[config.mk]
export PLATFORM = sky130hd
export DESIGN_NAME = lut_bank_cfg_flat
export DESIGN_NICKNAME = d
export VERILOG_FILES = /design/src/rtl/lut_bank_cfg_if.sv /design/src/rtl/lut_bank_cfg.sv /design/src/flat_wrapper.sv
export SDC_FILE = /design/constraint.sdc
export NUM_CORES = 1
export LEC_CHECK = 0
export BUFFER_PORTS_ARGS = -buffer_cell sky130_fd_sc_hd__buf_2
export CORE_MARGIN = 8
export CORE_UTILIZATION = 50
export CTS_CLUSTER_DIAMETER = 30
export DETAILED_ROUTE_END_ITERATION = 10
export PLACE_DENSITY_LB_ADDON = 0.05
export SLEW_MARGIN = 20
export SYNTH_ARGS = -nofsm -noshare
export SYNTH_HDL_FRONTEND = slang
export SYNTH_SLANG_ARGS = --single-unit
export TNS_END_PERCENT = 30
[constraint.sdc]
create_clock -name clk_i -period 1.4 [get_ports clk_i]
set_clock_uncertainty 0.1 [all_clocks]
set_input_delay 0.21 -clock clk_i [delete_from_list [all_inputs] [get_ports clk_i]]
set_output_delay 0.21 -clock clk_i [all_outputs]
set_load 0.02 [all_outputs]
[src/rtl/lut_bank_cfg_if.sv]
// Configuration load port of the LUT bank.
// The master drives start/valid/data and the slave returns ready.
interface lut_bank_cfg_if #(
   parameter int CONF_W = 8
);
   logic              conf_start;
   logic              conf_valid;
   logic [CONF_W-1:0] conf_data;
   logic              conf_ready;

   modport master (output conf_start, output conf_valid, output conf_data, input conf_ready);
   modport slave  (input conf_start, input conf_valid, input conf_data, output conf_ready);
endinterface

[src/rtl/lut_bank_cfg.sv]
// Bank of independent K-input LUTs with shadow-loaded, atomically committed configuration.
// Each LUT selects a combinational or a registered output through its mode bit.
module lut_bank_cfg #(
   parameter int INPUTS = 2,
   parameter int LUTS   = 4,
   parameter int CONF_W = 8
) (
   input  logic                     clk_i,
   input  logic                     rst_i,
   lut_bank_cfg_if.slave            conf,
   input  logic [LUTS*INPUTS-1:0]   in_i,
   output logic [LUTS-1:0]          out_o,
   output logic                     configured_o
);
   localparam int TBL   = 2 ** INPUTS;
   localparam int SLICE = TBL + 1;
   localparam int TOTAL = LUTS * SLICE;
   localparam int WORDS = (TOTAL + CONF_W - 1) / CONF_W;
   localparam int CNT_W = $clog2(WORDS + 1);

   typedef enum logic [1:0] {UNCONF, LOAD, COMMIT, RUN} state_t;

   state_t            state_q, state_d;
   logic [CNT_W-1:0]  cnt_q, cnt_d;
   logic [TOTAL-1:0]  shadow_q, shadow_d;
   logic [TOTAL-1:0]  active_q, active_d;
   logic              configured_q, configured_d;
   logic [LUTS-1:0]   flop_q, flop_d;
   logic              accept;

   assign accept = (state_q == LOAD) && conf.conf_valid && !conf.conf_start;

   always_ff @(posedge clk_i or posedge rst_i) begin
      if (rst_i) begin
         state_q      <= UNCONF;
         cnt_q        <= '0;
         shadow_q     <= '0;
         active_q     <= '0;
         configured_q <= 1'b0;
         flop_q       <= '0;
      end else begin
         state_q      <= state_d;
         cnt_q        <= cnt_d;
         shadow_q     <= shadow_d;
         active_q     <= active_d;
         configured_q <= configured_d;
         flop_q       <= flop_d;
      end
   end

   always_comb begin
      state_d      = state_q;
      cnt_d        = cnt_q;
      active_d     = active_q;
      configured_d = configured_q;
      case (state_q)
         UNCONF, RUN: begin
            if (conf.conf_start) begin
               state_d = LOAD;
               cnt_d   = '0;
            end
         end
         LOAD: begin
            if (conf.conf_start) begin
               cnt_d = '0;
            end else if (conf.conf_valid) begin
               cnt_d = cnt_q + 1'b1;
               if (cnt_q == CNT_W'(WORDS - 1)) begin
                  state_d = COMMIT;
               end
            end
         end
         COMMIT: begin
            active_d     = shadow_q;
            configured_d = 1'b1;
            state_d      = RUN;
         end
         default: state_d = UNCONF;
      endcase
   end

   always_comb begin
      conf.conf_ready = (state_q == LOAD) && !conf.conf_start;
   end

   assign configured_o = configured_q;

   // Bit gi of the configuration lives in word gi/CONF_W; bits past TOTAL simply have no home.
   for (genvar gi = 0; gi < TOTAL; gi++) begin : g_shadow
      localparam int WI = gi / CONF_W;
      localparam int BI = gi % CONF_W;
      assign shadow_d[gi] = (accept && cnt_q == CNT_W'(WI)) ? conf.conf_data[BI] : shadow_q[gi];
   end

   for (genvar gi = 0; gi < LUTS; gi++) begin : g_lut
      logic [TBL-1:0] tbl;
      logic           mode;
      logic           lut_val;
      assign tbl     = active_q[gi*SLICE +: TBL];
      assign mode    = active_q[gi*SLICE + TBL];
      assign lut_val = tbl[in_i[gi*INPUTS +: INPUTS]];
      // Flop tracks the running table every edge so a mode switch shows one stale cycle.
      assign flop_d[gi] = configured_q & lut_val;
      assign out_o[gi]  = configured_q & (mode ? flop_q[gi] : lut_val);
   end
endmodule
[src/flat_wrapper.sv]
// flat-port wrapper written by rule: the top's interface ports become plain ports
module lut_bank_cfg_flat 
#(
   parameter int INPUTS = 2,
   parameter int LUTS   = 4,
   parameter int CONF_W = 8
)
  (clk_i, rst_i, in_i, out_o, configured_o, conf_conf_start, conf_conf_valid, conf_conf_data, conf_conf_ready);
  lut_bank_cfg_if #(.CONF_W(CONF_W)) conf_i ();
  input  logic clk_i;
  input  logic rst_i;
  input  logic [LUTS*INPUTS-1:0] in_i;
  output logic [LUTS-1:0] out_o;
  output logic configured_o;
  input wire logic [$bits(conf_i.conf_start)-1:0] conf_conf_start;
  input wire logic [$bits(conf_i.conf_valid)-1:0] conf_conf_valid;
  input wire logic [$bits(conf_i.conf_data)-1:0] conf_conf_data;
  output wire logic [$bits(conf_i.conf_ready)-1:0] conf_conf_ready;
  assign conf_i.conf_start = conf_conf_start;
  assign conf_i.conf_valid = conf_conf_valid;
  assign conf_i.conf_data = conf_conf_data;
  assign conf_conf_ready = conf_i.conf_ready;
  lut_bank_cfg #(.INPUTS(INPUTS), .LUTS(LUTS), .CONF_W(CONF_W)) u_core (.clk_i(clk_i), .rst_i(rst_i), .conf(conf_i), .in_i(in_i), .out_o(out_o), .configured_o(configured_o));
endmodule
# Word-level counts from Yosys, hierarchy flattened
# Index checks and enable logic that the tools add are counted.
totals:
  inputBits: 20
  elab_cells: 65
  ff_bits: 49
op_classes:
  eq_ne: 10
  add_sub_neg: 1
  reduce_logical: 13
  bitwise_logic: 8
  n_mux: 21
  n_lt_le_gt_ge: 4
ops:
  columns: ["operator", "n"]
  rows:
  - ["2-to-1 mux 2 bit", 7]
  - ["< comparator 2 x 3 -> 1 bit (second input constant)", 4]
  - ["bitwise AND 1 bit", 8]
  - ["binary-select mux 1 bit (select 2 bit)", 4]
  - ["2-to-1 mux 1 bit", 8]
  - ["!= test 2 bit (second input constant)", 4]
  - ["equality test 2 bit (second input constant)", 3]
  - ["logical AND 1 bit", 6]
  - ["case mux 2 bit (3 select lines)", 1]
  - ["equality test 2 x 1 -> 1 bit (second input constant)", 2]
  - ["zero test 2 bit", 2]
  - ["case mux 2 bit (2 select lines)", 1]
  - ["AND reduction 4 bit", 1]
  - ["!= test 3 bit (second input constant)", 1]
  - ["AND reduction 3 bit", 1]
  - ["adder 2 x 1 -> 2 bit (second input constant)", 1]
  - ["nonzero test 2 bit", 1]
  - ["OR reduction 2 bit", 1]
  - ["zero test 1 bit", 1]

# Depth between registers and ports, before layout
# Gate-level depths: netlist of the first run.
logic_depth:
  word_depth: 5
  ltp_mapped: 5

# Least setup slack after synthesis of the first run
# OpenSTA, ideal clock, no wires.
synth_timing:
  path_type: "flip-flop to flip-flop"
  from: "register u_core.state_q[1]"
  to: "register u_core.shadow_q[16]"
  n_path_buf: 0
  setup_slack_ns: -0.161
  path_stages_with_launch: 6
  period_less_slack_ns: 1.561
  required_ns: 1.175
  arrival_time_ns: 1.336
  path_cell_list: "dfrtp_1 -> inv_1 -> ha_1 -> nor2b_4 -> nand3_2 -> mux2_2"
synth_between:
  elab_chain_len: 4
synth_lines:
  columns: ["element", "line_no", "rtl"]
  rows:
  - ["start, declared", "lut_bank_cfg.sv:23", "state_t state_q, state_d;"]
  - ["start signal, assigned", "lut_bank_cfg.sv:42", "state_q <= state_d;"]
  - ["equality test 2 x 1 -> 1 bit", "lut_bank_cfg.sv:31", "assign accept = (state_q == LOAD) && conf.conf_valid && !conf.conf_start;"]
  - ["logical AND 1 bit (2 in a row)", "lut_bank_cfg.sv:31", null]
  - ["logical AND 1 bit", "lut_bank_cfg.sv:92", "assign shadow_d[gi] = (accept && cnt_q == CNT_W'(WI)) ? conf.conf_data[BI] : shadow_q[gi];"]
  - ["end signal, assigned", "lut_bank_cfg.sv:44", "shadow_q <= shadow_d;"]
  - ["end, declared", "lut_bank_cfg.sv:25", "logic [TOTAL-1:0] shadow_q, shadow_d;"]
# Every way passes these cells.
# A chain may end at the register's enable or synchronous reset.

# Worst setup path in the final report of the first run
layout_timing:
  from: "register u_core.active_q[13]"
  to: "output out_o[2]"
layout_between:
  elab_chain_len: 4
layout_lines:
  columns: ["element", "line_no", "rtl"]
  rows:
  - ["start, declared", "lut_bank_cfg.sv:26", "logic [TOTAL-1:0] active_q, active_d;"]
  - ["start signal, assigned", "lut_bank_cfg.sv:45", "active_q <= active_d;"]
  - ["binary-select mux 1 bit (select 2 bit)", "lut_bank_cfg.sv:101", "assign lut_val = tbl[in_i[gi*INPUTS +: INPUTS]];"]
  - ["2-to-1 mux 1 bit (not written as such)", "lut_bank_cfg.sv:101", null]
  - ["2-to-1 mux 1 bit", "lut_bank_cfg.sv:104", "assign out_o[gi] = configured_q & (mode ? flop_q[gi] : lut_val);"]
  - ["bitwise AND 1 bit", "lut_bank_cfg.sv:104", null]
  - ["end, declared", "flat_wrapper.sv:13", "output logic [LUTS-1:0] out_o;"]
# Every way passes these cells. The select of a mux whose other input is x is not followed.

==> qor.yml, run 1 <==
syn_nets: 165
leakage_nw: 1.32
drc: 0
ys_warn_count: 0
portBuffers: 25
wirelength_mm: 4.09
cp.arrival_ns: 1.53
cts_max_path_buffers: 2
num-fill-cells: 298
ys.flop_type: "dfrtp_1"
core-area_sq_um: 4030
crit_fanout: 2
syn-cell-area_sq_um: 2120
nets: 219
areaGrowthSynthToFinish_pct: 28.9
synth_edf_count: 0
worstMarginPinSlew_ns: 0.256
grt_first_pass_wirelength_mm: 6.81
m1WireLength_mm: 1.79
crit_chain: "mux4_2, mux2i_1, nor2b_1, buf_4"
final_core_util: 0.678
die_h_um: 81.1
synth_area_leaders: "dfrtp_1 (58%), mux2_2 (21%), mux4_2 (4.3%)"
drtIter0Drc: 67
intPower_mw: 3.25
overflow: 0
status: "finished, violations left"
startpoint_type: "register"
placedCellCount: 227
total_power_mw: 4.57
irDropWorstVdd_mv: 0.878
avgSynthCellArea_sq_um: 15.2
cp-end-kind: "primary output"
antenna_found_initial: 0
worstPathRequired_ns: 1.09
cp_top_family: "multiplexers"
num_rows: 23
syn_inst: 139
cts_root_buf: "clkbuf_8"
layout-drive-gt1-share: 0.577
fin_crit_sh: 1.32
grt_pass1_vias: 1413
sw_frac_of_total: 0.288
start_util: 0.526
setup_slack_ns: -0.443
cpPeakStageDelay_ns: 0.49
routed_via_density: 5.16
top_layer_used: "met4"
cts_tree: "built"
ant_nets: 0
num_io_pins: 26
netlist.area_leader.share: 0.579
hp-class: "input port to register"
synthArstFlopShare: 1.00
critical-path-slowest-cell: "mux4_2"
powerDensity_nw_per_um2: 1670
clockPowerShare: 0.179
ys_ff_latch: 49
yosysMostFrequentCell: "dfrtp_1"
grt_max_degree: 50
dp_slack_ns: -0.146
hold_viol: 0
crit_buf_inv: 1
hold-worst-slack_ns: 0.0469
met2WireLength_mm: 2.04
placed_cell_area_sq_um: 2460
synth.largest_area_cell: "dfrtp_1"
rsz0062_at_grt: "yes"
cts_buffers: 5
route.vias.total: 1258
insertion_delay_ns: 0.30
fin_cells: 244
first_pass_iters: 2
post_drt_wl_per_cell_um: 16.8
grt_util_all_layers: 0.136
antenna_cells: 0
slew_viol_final: 0
critPathKind: "register to primary output"
clk_pin_slew_ns: 0.09
dp_hpwl_mm: 2.82
routed-wl-met3_um: 217
p_comb_frac: 0.345
max_freq_mhz: 543
setup_tns_ns: -5.78
failed_checks: "setup timing"
synth_cell_types: 23
cts.sinks: 49
setup_violations: 48
switchingPower_mw: 1.32
ys_top_cells_by_count: "dfrtp_1 (49), mux2_2 (40), inv_1 (9)"
ys_seq_area_frac: 0.579
fin_crit_ns: 1.84
stdcell_area_sq_um: 2730
die_w_um: 81.1
htree_levels: 2
die_area_sq_um: 6580
relSlewSlack: 0.829
seqPwrFrac: 0.476
gp_congestion: 0.778
drv_cap: 0
[logic make-up after synthesis]
family,Yosys count,share of synthesized area
AO/OA/AOI/OAI,9,0.0289
adder cells (fa/ha/maj),6,0.0354
buffers and inverters,12,0.0230
flip-flops,49,0.579
multiplexers,49,0.279
AND/OR/NAND/NOR,14,0.0555
[layout by cell type (no fill, tap or decap), types with 5 or more instances in the layout]
cell | Yosys | routed
buf_2 | 2 | 20
clkbuf_8 | 0 | 5
mux2_4 | 0 | 11
buf_6 | 0 | 5
mux2_2 | 40 | 29
inv_1 | 9 | 6
dfrtp_1 | 49 | 48
mux2i_1 | 5 | 5
buf_4 | 0 | 21
[power groups by stage]
stage / sequential, mW / combinational, mW / clock, mW
5_1_grt: 2.24 / 1.72 / 0.906
3_3_place_gp: 2.17 / 1.23 / 0
2_1_floorplan: 2.10 / 0.861 / 0
3_5_place_dp: 2.19 / 1.28 / 0
6_report: 2.18 / 1.57 / 0.817
4_1_cts: 2.17 / 1.50 / 0.842
[worst reg2reg max path: stages, from the launching register on]
cell and delay [ns]:
dfrtp_1 0.40, inv_2 0.08, ha_4 0.14, nor2b_4 0.16, buf_6 0.13, nand3_4 0.15
mux2_2 0.31
[flip-flops by register name, indices dropped and copies added (netlist names)]
| name | flops |
|---|---|
| u_core.active_q | 20 |
| u_core.shadow_q | 20 |
| u_core.configured_o | 1 |
| u_core.state_q | 2 |
| u_core.cnt_q | 2 |
| u_core.flop_q | 4 |
[path summary, 6_finish.rpt]
check,from,endpoint,slack [ns],cells past startpoint
worst max-delay path,u_core.active_q[13],out_o[2],-0.44,4
worst min-delay path,conf_conf_data[6],u_core.shadow_q[6],0.05,2
worst max register to register,u_core.state_q[1],u_core.shadow_q[8],-0.18,6
worst min register to register,u_core.shadow_q[7],u_core.active_q[7],0.40,1
max in group asynchronous,rst_i,u_core.configured_o,0.56,4
min in group asynchronous,rst_i,u_core.active_q[9],0.42,4
[layout make-up]
class                           instances  area (sq um)  area share
Multi-Input combinational cell         78           932       0.341
Tap cell                               50          62.6      0.0229
Timing Repair Buffer                   50           384       0.141
Inverter                                9          40.0      0.0147
Clock buffer                            6          72.6      0.0266
Clock inverter                          2          13.8     0.00504
Sequential cell                        49          1230       0.449
[metal layers]
| layer | track usage | vias up |
|---|---|---|
| li1 | - | 600 |
| met1 | 0.162 | 634 |
| met2 | 0.222 | 19 |
| met3 | 0.0530 | 5 |
| met4 | 0.0446 | 0 |
| met5 | 0 | - |
[timing repair]
action / 4_1_cts / 5_1_grt
pin swaps: 2 / 1
buffers inserted: 5 / 3
endpoints found under the hold margin: 49 / 0
gates resized for setup: 20 / 12
hold buffers: 1 / 0
setup endpoints to repair: 48 / 50
(Power assumes the default switching activity.)
==> inputs of run 2 (changes only) <==
==> constraint.sdc (replaced) <==
create_clock -name clk_i -period 1.4 [get_ports clk_i]
set_clock_uncertainty 0.1 [all_clocks]
set_input_delay 0.07 -clock clk_i [delete_from_list [all_inputs] [get_ports clk_i]]
set_output_delay 0.07 -clock clk_i [all_outputs]
set_load 0.02 [all_outputs]
==> qor.yml, run 2 (synthesis results as in run 1) <==
status: "finished, violations left"
failed_checks: "setup timing"
final_common_cell: "dfrtp_1"
portBuffers: 25
areaGrowthSynthToFinish_pct: 31.7
intPower_mw: 3.55
drv_cap: 0
dp_hpwl_mm: 3.07
sw_frac_of_total: 0.278
hp-class: "input port to register"
insertion_delay_ns: 0.30
layout-drive-gt1-share: 0.566
p_comb_frac: 0.314
cpPeakStageDelay_ns: 0.50
route.vias.total: 1287
start_util: 0.526
critical-path-slowest-cell: "mux4_2"
die_h_um: 81.1
placed_cell_area_sq_um: 2420
total_power_mw: 4.92
rsz0062_at_grt: "yes"
startpoint_type: "register"
cts_buffers: 5
crit_fanout: 2
grt_first_pass_wirelength_mm: 7.18
wirelength_mm: 4.33
die_w_um: 81.1
die_area_sq_um: 6580
cts_tree: "built"
nets: 223
clk_pin_slew_ns: 0.10
crit_buf_inv: 1
htree_levels: 2
overflow: 0
cp-end-kind: "primary output"
dp_slack_ns: -0.170
drtIter0Drc: 56
gp_congestion: 0.763
drc: 0
fin_crit_sh: 1.23
slew_viol_final: 0
stdcell_area_sq_um: 2790
grt_util_all_layers: 0.142
routed_via_density: 5.19
hold_viol: 0
cts.sinks: 49
grt_max_degree: 50
fin_crit_ns: 1.73
crit_chain: "mux4_2, mux2i_1, nor2b_1, buf_4"
hold-worst-slack_ns: 0.0600
grt_pass1_vias: 1427
largest_registers: "u_core.active_q: 20 flops, u_core.shadow_q: 20 flops, u_core.flop_q: 4 flops"
final_cell_mix: "dfrtp_1 (48), mux2_2 (39), buf_2 (21)"
cts_max_path_buffers: 2
setup_slack_ns: -0.328
seqPwrFrac: 0.441
leakage_nw: 1.34
placedCellCount: 224
post_drt_wl_per_cell_um: 17.5
critPathKind: "register to primary output"
clockPowerShare: 0.245
cp.arrival_ns: 1.56
ant_nets: 0
powerDensity_nw_per_um2: 1760
worstMarginPinSlew_ns: 0.283
fin_cells: 248
setup_violations: 27
num_rows: 23
num_io_pins: 26
antenna_cells: 0
cp_top_family: "multiplexers"
max_freq_mhz: 579
worstPathRequired_ns: 1.23
core-area_sq_um: 4030
irDropWorstVdd_mv: 0.952
switchingPower_mw: 1.37
first_pass_iters: 4
antenna_found_initial: 0
relSlewSlack: 0.811
cts_root_buf: "clkbuf_8"
run 2: cell types whose count changed in the layout (fill, tap and decap cells not counted), moves of 2 or more:
cell           delta
mux2_2           +10
mux2_4           -10
buf_6             -2
inv_2             +3
buf_4             -3
bufinv_16         +2
dlygate4sd3_1     +8
run 2: path summary, 6_finish.rpt:
path	from	endpoint	slack [ns]	depth (start not counted)
worst min-delay path	conf_conf_start	u_core.cnt_q[1]	0.06	3
min in group asynchronous	rst_i	u_core.shadow_q[15]	0.24	4
worst min register to register	u_core.active_q[16]	u_core.active_q[16]	0.41	1
worst max-delay path	u_core.active_q[8]	out_o[1]	-0.33	4
max in group asynchronous	rst_i	u_core.active_q[12]	0.73	4
worst max register to register	u_core.state_q[1]	u_core.shadow_q[12]	-0.14	5
run 2: routing by layer:
layer	part of all wire	track usage
met1	0.43	0.179
met2	0.52	0.232
met3	0.041	0.0430
met4	0.0088	0.0393
met5	0	0
run 2: stage by stage:
stage | util | setup TNS, ns
global placement | 0.600 | -2.11
finish | 0.693 | -3.25
CTS | 0.688 | -3.56
floorplan | - | -1.72
global route | 0.693 | -4.99
detailed placement | 0.600 | -3.02
run 2: cell type report:
cell class                 instances  area [sq um]
clock buffer                       5          68.8
clock inverter                     3          68.8
fill                             287          1240
inverter                           9          33.8
multi-input combinational         78           911
sequential                        49          1230
tap                               50          62.6
timing repair buffer              54           419
run 2: worst min-delay path: stages:
cell,delay [ns]
buf_2,0.15
a21oi_1,0.08
o2bb2ai_2,0.12
run 2: repair_timing:
action | in CTS | in global routing
endpoints found under the setup margin | 49 | 51
gates resized for setup | 19 | 8
pin swaps | 3 | 6
hold buffers | 9 | 0
setup buffers | 6 | 2
endpoints found under the hold margin | 69 | 0
run 2: power groups by stage:
stage / Combinational [mW] / Sequential, mW / Clock [mW]
final: 1.55 / 2.17 / 1.20
after global routing: 1.67 / 2.25 / 1.29
after detailed placement: 1.25 / 2.21 / 0
after floorplan: 0.860 / 2.10 / 0
after CTS: 1.51 / 2.18 / 1.23
after global placement: 1.18 / 2.18 / 0
